File: src/rtl/cache_tag_sched.sv
// cache_tag_sched
//   Shares one cache bank's tag store between three sources: the init/flush
//   invalidate sweep, memory fills and core lookups. At most one tag op is
//   issued per cycle through a one-deep registered output stage that holds
//   while the downstream stage stalls.
//
// Ports
//   clk, reset       clock, synchronous active-high reset
//   stall            downstream stall; output register holds when 1
//   fill_*           fill request (valid/ready handshake, line address)
//   core_*           lookup request (valid/ready handshake, address, amo bit)
//   flush_valid      level flush request, held until flush_ready
//   flush_ready      one-cycle pulse as the flush sweep issues its last index
//   tag_*            registered tag op (lookup/fill/init one-hot, amo, address)
//   busy             1 while in INIT, FLUSH_WAIT or FLUSH
module cache_tag_sched #(
  parameter int LINES_PER_BANK  = 64,
  parameter int LINE_ADDR_WIDTH = 26
) (
  input  logic                       clk,
  input  logic                       reset,
  input  logic                       stall,
  input  logic                       fill_valid,
  input  logic [LINE_ADDR_WIDTH-1:0] fill_addr,
  output logic                       fill_ready,
  input  logic                       core_valid,
  input  logic [LINE_ADDR_WIDTH-1:0] core_addr,
  input  logic                       core_amo,
  output logic                       core_ready,
  input  logic                       flush_valid,
  output logic                       flush_ready,
  output logic                       tag_lookup,
  output logic                       tag_fill,
  output logic                       tag_init,
  output logic                       tag_amo_reserve,
  output logic [LINE_ADDR_WIDTH-1:0] tag_line_addr,
  output logic                       busy
);

  localparam int SEL_BITS = $clog2(LINES_PER_BANK);

  typedef enum logic [1:0] {INIT, SERVE, FLUSH_WAIT, FLUSH} state_t;

  state_t                     state_reg;
  logic [SEL_BITS-1:0]        cnt_reg;
  logic [LINE_ADDR_WIDTH-1:0] init_addr;
  logic                       out_valid;
  logic                       adv;
  logic                       last_idx;

  // The op bits are one-hot when valid, so their OR is the stage valid.
  assign out_valid = tag_lookup | tag_fill | tag_init;
  assign adv       = ~out_valid | ~stall;
  assign last_idx  = (cnt_reg == SEL_BITS'(LINES_PER_BANK - 1));

  // Zero-extend the set counter onto the line address bus.
  generate
    for (genvar gi = 0; gi < LINE_ADDR_WIDTH; gi++) begin : g_init_addr
      if (gi < SEL_BITS) begin : g_cnt
        assign init_addr[gi] = cnt_reg[gi];
      end else begin : g_zero
        assign init_addr[gi] = 1'b0;
      end
    end
  endgenerate

  // Handshakes are gated with reset so nothing is accepted (and no flush
  // completion is signalled) while the block is being reset.
  assign fill_ready  = ~reset & adv & ((state_reg == SERVE) | (state_reg == FLUSH_WAIT));
  assign core_ready  = ~reset & adv & (state_reg == SERVE) & ~fill_valid & ~flush_valid;
  assign flush_ready = ~reset & adv & (state_reg == FLUSH) & last_idx;
  assign busy        = reset | (state_reg != SERVE);

  always_ff @(posedge clk) begin
    if (reset) begin
      state_reg       <= INIT;
      cnt_reg         <= '0;
      tag_lookup      <= 1'b0;
      tag_fill        <= 1'b0;
      tag_init        <= 1'b0;
      tag_amo_reserve <= 1'b0;
      tag_line_addr   <= '0;
    end else begin
      // A flush request leaves SERVE even while the output stage is stalled;
      // an op accepted in this same cycle still issues below.
      if (state_reg == SERVE && flush_valid) begin
        state_reg <= FLUSH_WAIT;
      end

      if (adv) begin
        tag_lookup      <= 1'b0;
        tag_fill        <= 1'b0;
        tag_init        <= 1'b0;
        tag_amo_reserve <= 1'b0;
        tag_line_addr   <= '0;

        case (state_reg)
          INIT, FLUSH: begin
            tag_init      <= 1'b1;
            tag_line_addr <= init_addr;
            cnt_reg       <= cnt_reg + 1'b1;   // wraps to 0 after the last index
            if (last_idx) begin
              state_reg <= SERVE;
            end
          end
          SERVE: begin
            if (fill_valid) begin
              tag_fill      <= 1'b1;
              tag_line_addr <= fill_addr;
            end else if (core_valid && !flush_valid) begin
              tag_lookup      <= 1'b1;
              tag_amo_reserve <= core_amo;
              tag_line_addr   <= core_addr;
            end
          end
          FLUSH_WAIT: begin
            // Drain pending fills first; the hand-over cycle issues no op.
            if (fill_valid) begin
              tag_fill      <= 1'b1;
              tag_line_addr <= fill_addr;
            end else begin
              state_reg <= FLUSH;
            end
          end
          default: begin
            state_reg <= INIT;
          end
        endcase
      end
    end
  end

endmodule

File: config.mk
export PLATFORM = sky130hd
export DESIGN_NAME = cache_tag_sched
export DESIGN_NICKNAME = d
export VERILOG_FILES = /design/src/rtl/cache_tag_sched.sv
export SDC_FILE = /design/constraint.sdc
export NUM_CORES = 1
export LEC_CHECK = 0
export ABC_AREA = 1
export BUFFER_PORTS_ARGS = -buffer_cell sky130_fd_sc_hd__buf_2
export CAP_MARGIN = 25
export CORE_UTILIZATION = 40
export CTS_CLUSTER_SIZE = 16
export DETAILED_ROUTE_END_ITERATION = 8
export PLACE_DENSITY = 0.7
export SYNTH_ARGS = -nofsm -noshare
export SYNTH_HDL_FRONTEND = slang
export SYNTH_SLANG_ARGS = --single-unit
File: constraint.sdc
create_clock -name clk -period 3.5 [get_ports clk]
set_input_delay 0 -clock clk [delete_from_list [all_inputs] [get_ports clk]]
set_output_delay 0 -clock clk [all_outputs]
set_load 0.02 [all_outputs]
# Word-level counts from Yosys, hierarchy flattened
# Index checks and enable logic that the tools add are counted.
# totals
regBits,38
in_bits,59
out_inout_bits,34
word_cells,55
# classes
add_sub_neg,1
n_eq_ne,5
n_mux,18
bitwise_logic,17
n_reduce_logical,7
# ops
operator,n
$mux 26,3
$pmux 26 s3,1
$mux 1,9
$mux 2,4
$and 1x1->1,7
$add 6x1->6 const B,1
$eq 6x6->1 const B,1
$not 1->1,5
$or 1x1->1,5
$eq 2x2->1 const B,2
$pmux 2 s2,1
$reduce_or 2->1,2
$eq 2x1->1 const B,1
$logic_and 1x1->1,2
$logic_not 2->1,1
$ne 2x1->1 const B,1
$reduce_and 2->1,1
$logic_not 1->1,1

# Logic depth before layout (Yosys ltp)
# logic_depth
depth_word,8
ltp_mapped,10
ltp_nobuf,9

# Least setup slack after synthesis
# Ideal clock, no wire load.
# synth_timing
kind,register to output
start,reg tag_fill
end,out core_ready
t_arrival_ns,1.503
required_time_ns,3.500
setup_slack_ns,1.997
path_stages_with_launch,7
n_path_buf,1
cell_sequence,dfxtp_1 > nor2_2 > nand2_2 > nand2_4 > inv_4 > buf_2 > nor4_1
# synth_via
elab_chain_len,8
# synth_lines
element,line_no,text
"start, declared",33,"output logic tag_fill,"
"start signal, assigned",79,tag_fill <= 1'b0;
"start signal, assigned",92,tag_fill <= 1'b0;
"start signal, assigned",108,tag_fill <= 1'b1;
$or 1x1->1 (2 in a row),52,assign out_valid = tag_lookup | tag_fill | tag_init;
$not 1->1,53,assign adv = ~out_valid | ~stall;
$or 1x1->1,53,
$and 1x1->1 (4 in a row),70,assign core_ready = ~reset & adv & (state_reg == SERVE) & ~fill_valid & ~flush_valid;
"end, declared",29,"output logic core_ready,"
# No other way between the ends.

# Worst setup path in the final report
# layout_timing
start,reg state_reg[0]
end,out fill_ready
# layout_via
elab_chain_len,3
# layout_lines
element,line_no,text
"start, declared",44,state_t state_reg;
"start signal, assigned",76,state_reg <= INIT;
"start signal, assigned",87,state_reg <= FLUSH_WAIT;
"start signal, assigned",103,state_reg <= SERVE;
$eq 2x1->1 / $eq 2x2->1 (equally long branches),69,assign fill_ready = ~reset & adv & ((state_reg == SERVE) | (state_reg == FLUSH_WAIT));
$or 1x1->1 *,69,
$and 1x1->1 *,69,
"end, declared",25,"output logic fill_ready,"
# Every way passes the cells marked *; elsewhere a longest branch is shown, timed or not.

==> metrics.log <==
INFO  metric worst-slew-pin-transition = 0.954 ns
INFO  metric detailedPlacementHpwl = slightly below 4000 microns
INFO  metric asyncSetResetFlopFracSynth = 0%
INFO  metric netlist-cell-type-count = 28
INFO  metric num-nets-final = between 400 and 500
INFO  metric syn-num-nets = between 300 and 400
INFO  metric critical_path.endpoint_type = primary output
INFO  metric setup-violations-final = 0
INFO  metric synth.mux.area_fraction = 0%
INFO  metric number_of_antenna_violations_at_the_first_check_in_global_routing = 0
INFO  metric netlist_area = ~2000 sq um
INFO  metric drv_cap = 0
INFO  metric drc_errors_left = 0
INFO  metric skew = ~0.0032 ns
INFO  metric synth_edf_count = 0
INFO  metric synth-simple-area-share = around a third
INFO  metric setup_tns = 0 ns
INFO  metric drt_iter0_drc = 100
INFO  metric outcome = complete, no violations
INFO  metric finalHoldViolCount = 0
INFO  metric portBuffers = 92
INFO  metric min_period_over_period = between 50 and 60%
INFO  metric rsz0062_at_grt = no
INFO  metric synth-seq-area-share = 37.5%
INFO  metric power.total = about 1.0 mW
INFO  metric cts-buffers-inserted = 5
INFO  metric synthToLayoutAreaGrowth = 26.8%
INFO  metric power.density_cell_area = 405 nW/um^2
INFO  metric power.share.clock = 28.5%
INFO  metric syn-mean-instance-area = approximately 6.6 sq um
INFO  metric synth_xor_xnor_area_share = 1.30%
INFO  metric timing.max_slew.rel_slack = between 30% and 40%
INFO  metric n_antenna_cell = 0
INFO  metric comb_power_share = 25.3%
INFO  metric insertion_delay = around 0.28 ns
INFO  metric grt_start_max_net_pins = 32
INFO  metric routed-via-count = 2219
INFO  metric vias_per_cell = slightly below 5
INFO  metric floorplan.die.height = approximately 73 microns
INFO  metric gp_congestion = 0.803
INFO  metric placeable_core_region = around 4800 sq um
INFO  metric timing.hold.worst.class = in2reg
INFO  metric p_sw_share = between 30% and 40%
INFO  metric worstPathMaxFanout = 21
INFO  metric cts_tree = done
INFO  metric drive_above_1_share = a little over a quarter
INFO  metric finish.utilization = approximately 54%
INFO  metric p_leak = around 1.3 nW
INFO  metric detailedRoute.firstPassIterationCount = 5
INFO  metric clk_pin_slew_worst_paths = approximately 0.070 ns
INFO  metric cts-htree-levels = 2
INFO  metric worst_setup_path_start_kind = flop
INFO  metric floorplan.die.width = 73.2 microns
INFO  metric route.final.wire_length = around 5500 microns
INFO  metric synth_compound_area_share = around 14%
INFO  metric synth_flop_cell = dfxtp_1
INFO  metric placementRows = 25
INFO  metric global_route_wire_length_before_repair = 8910 microns
INFO  metric detail-route-antenna-nets = 0
INFO  metric ir_worst_vdd = 0.180 mV
INFO  metric critPathRequiredTime = approximately 3.5 ns
INFO  metric clkSinkCount = 38
INFO  metric initial_utilization = 42.4%
INFO  metric net-switching-power = between 0.3 and 0.4 mW
INFO  metric clk_path_buf_depth = 2
INFO  metric syn-instance-count = around 300
INFO  metric grt_pass1_vias = a little over 2000
INFO  metric cts_resized = 0
INFO  metric final_min_period = 1.97 ns
INFO  metric synth_fa_ha_area_share = 3.09%
INFO  metric timing.setup.critical_path_class = reg2out
INFO  metric grt.total_usage = ~22%
INFO  metric fmax = 0.508 GHz
INFO  metric grt.overflow.total = 0
INFO  metric routedWlPerCell = between 10 and 15 microns
INFO  metric ys_warn_count = 0
INFO  metric design.die.area = between 5000 and 6000 sq um
INFO  metric critPathArrivalTime = around 2.0 ns
INFO  metric ios = 93
INFO  metric sequential_fraction_of_design_power = 46.2%
INFO  metric power.internal = just over 0.7 mW
INFO  metric slew_violations = 0
INFO  metric synth_top_family_by_area = simple AND/OR/NAND/NOR gates
INFO  metric postSynthRegisterBits = 38
INFO  metric largest_register_ff_count = 26
INFO  metric root_buffer = clkbuf_8
power by group through the flow:
stage / combinational [mW] / clock, mW / sequential, mW
after global routing: 0.294 / 0.319 / 0.485
after detailed placement: 0.263 / 0 / 0.491
after CTS: 0.265 / 0.307 / 0.481
after floorplan: 0.162 / 0 / 0.510
after global placement: 0.259 / 0 / 0.491
final: 0.263 / 0.296 / 0.481
cells by family after synthesis:
group | Yosys count
AND/OR/NAND/NOR | 171
AO/OA/AOI/OAI | 53
buffers and inverters | 39
flip-flops | 38
adder cells (fa/ha/maj) | 5
XOR/XNOR | 3
per-stage QoR:
stage | worst slack (ns) | cell area, sq um | hold slack [ns] | instances
after detailed placement | 1.57 | 2480 | 0.280 | 452
after floorplan | 2.00 | 2030 | 0.0895 | 309
after global placement | 1.68 | 2480 | 0.275 | 452
after global routing | 1.36 | 2570 | 0.0203 | 459
after CTS | 1.51 | 2570 | 0.00409 | 459
final | 1.53 | 2570 | 0.0136 | 459
Yosys cell counts (5+ instances only):
cell type	number	area [sq um]
nand2_1	117	439
a21oi_1	10	50.1
nor2_1	20	75.1
dfxtp_1	38	761
buf_2	6	30.0
inv_1	19	71.3
o21ai_1	7	35.0
nand3_1	27	135
o21ai_0	30	150
ha_1	5	62.6
placed cells by master (no fill, tap or decap):
cell / instances
ha_1: 5
xor2_1: 2
nand2_2: 2
nor4_1: 1
nand2_1: 117
o21ai_0: 30
inv_4: 1
nand3_1: 27
xnor2_1: 1
inv_2: 2
clkbuf_8: 6
nand2_4: 1
nor2_8: 1
a211oi_1: 1
dlygate4sd3_1: 1
nor2_2: 1
inv_1: 19
buf_4: 1
buf_2: 92
o21bai_1: 1
nand4_1: 1
o21a_1: 3
dfxtp_1: 38
o22ai_1: 1
nor2_1: 20
a21oi_1: 10
o21ai_1: 7
worst max-delay path: stages (launching register included):
cell	delay (ns)
dfxtp_1	0.41
inv_1	0.07
ha_1	0.42
nor2_8	0.17
nand2_2	0.06
inv_2	0.31
buf_2	0.24
worst paths after layout:
check / cells after the start / to / start / slack [ns]
setup / recovery: 6 / fill_ready / state_reg[0] / 1.53
hold / removal: 5 / tag_line_addr[11] / core_addr[11] / 0.01
setup reg to reg: 7 / tag_line_addr[25] / state_reg[0] / 1.57
hold reg to reg: 2 / tag_amo_reserve / tag_amo_reserve / 0.46
layer usage:
metal | GRT usage [%] | routed length [microns] | up-vias
met4 | 8.06 | 67 | 0
li1 | - | - | 1150
met3 | 5.80 | 430 | 5
met1 | 26.9 | 2500 | 973
met5 | 0 | 0 | -
met2 | 35.6 | 2490 | 91
repair_timing:
| item | CTS | global route |
|---|---|---|
| buffers inserted | 0 | 0 |
| hold buffers | 1 | 0 |
| endpoints found under the hold margin | 1 | 0 |
layout make-up:
class | count | area (sq um)
clock buffer | 6 | 82.6
fill | 496 | 2220
sequential | 38 | 761
multi-input combinational | 232 | 1080
tap | 67 | 83.8
inverter | 22 | 85.1
timing repair buffer | 94 | 478
(Power assumes the default switching activity.)
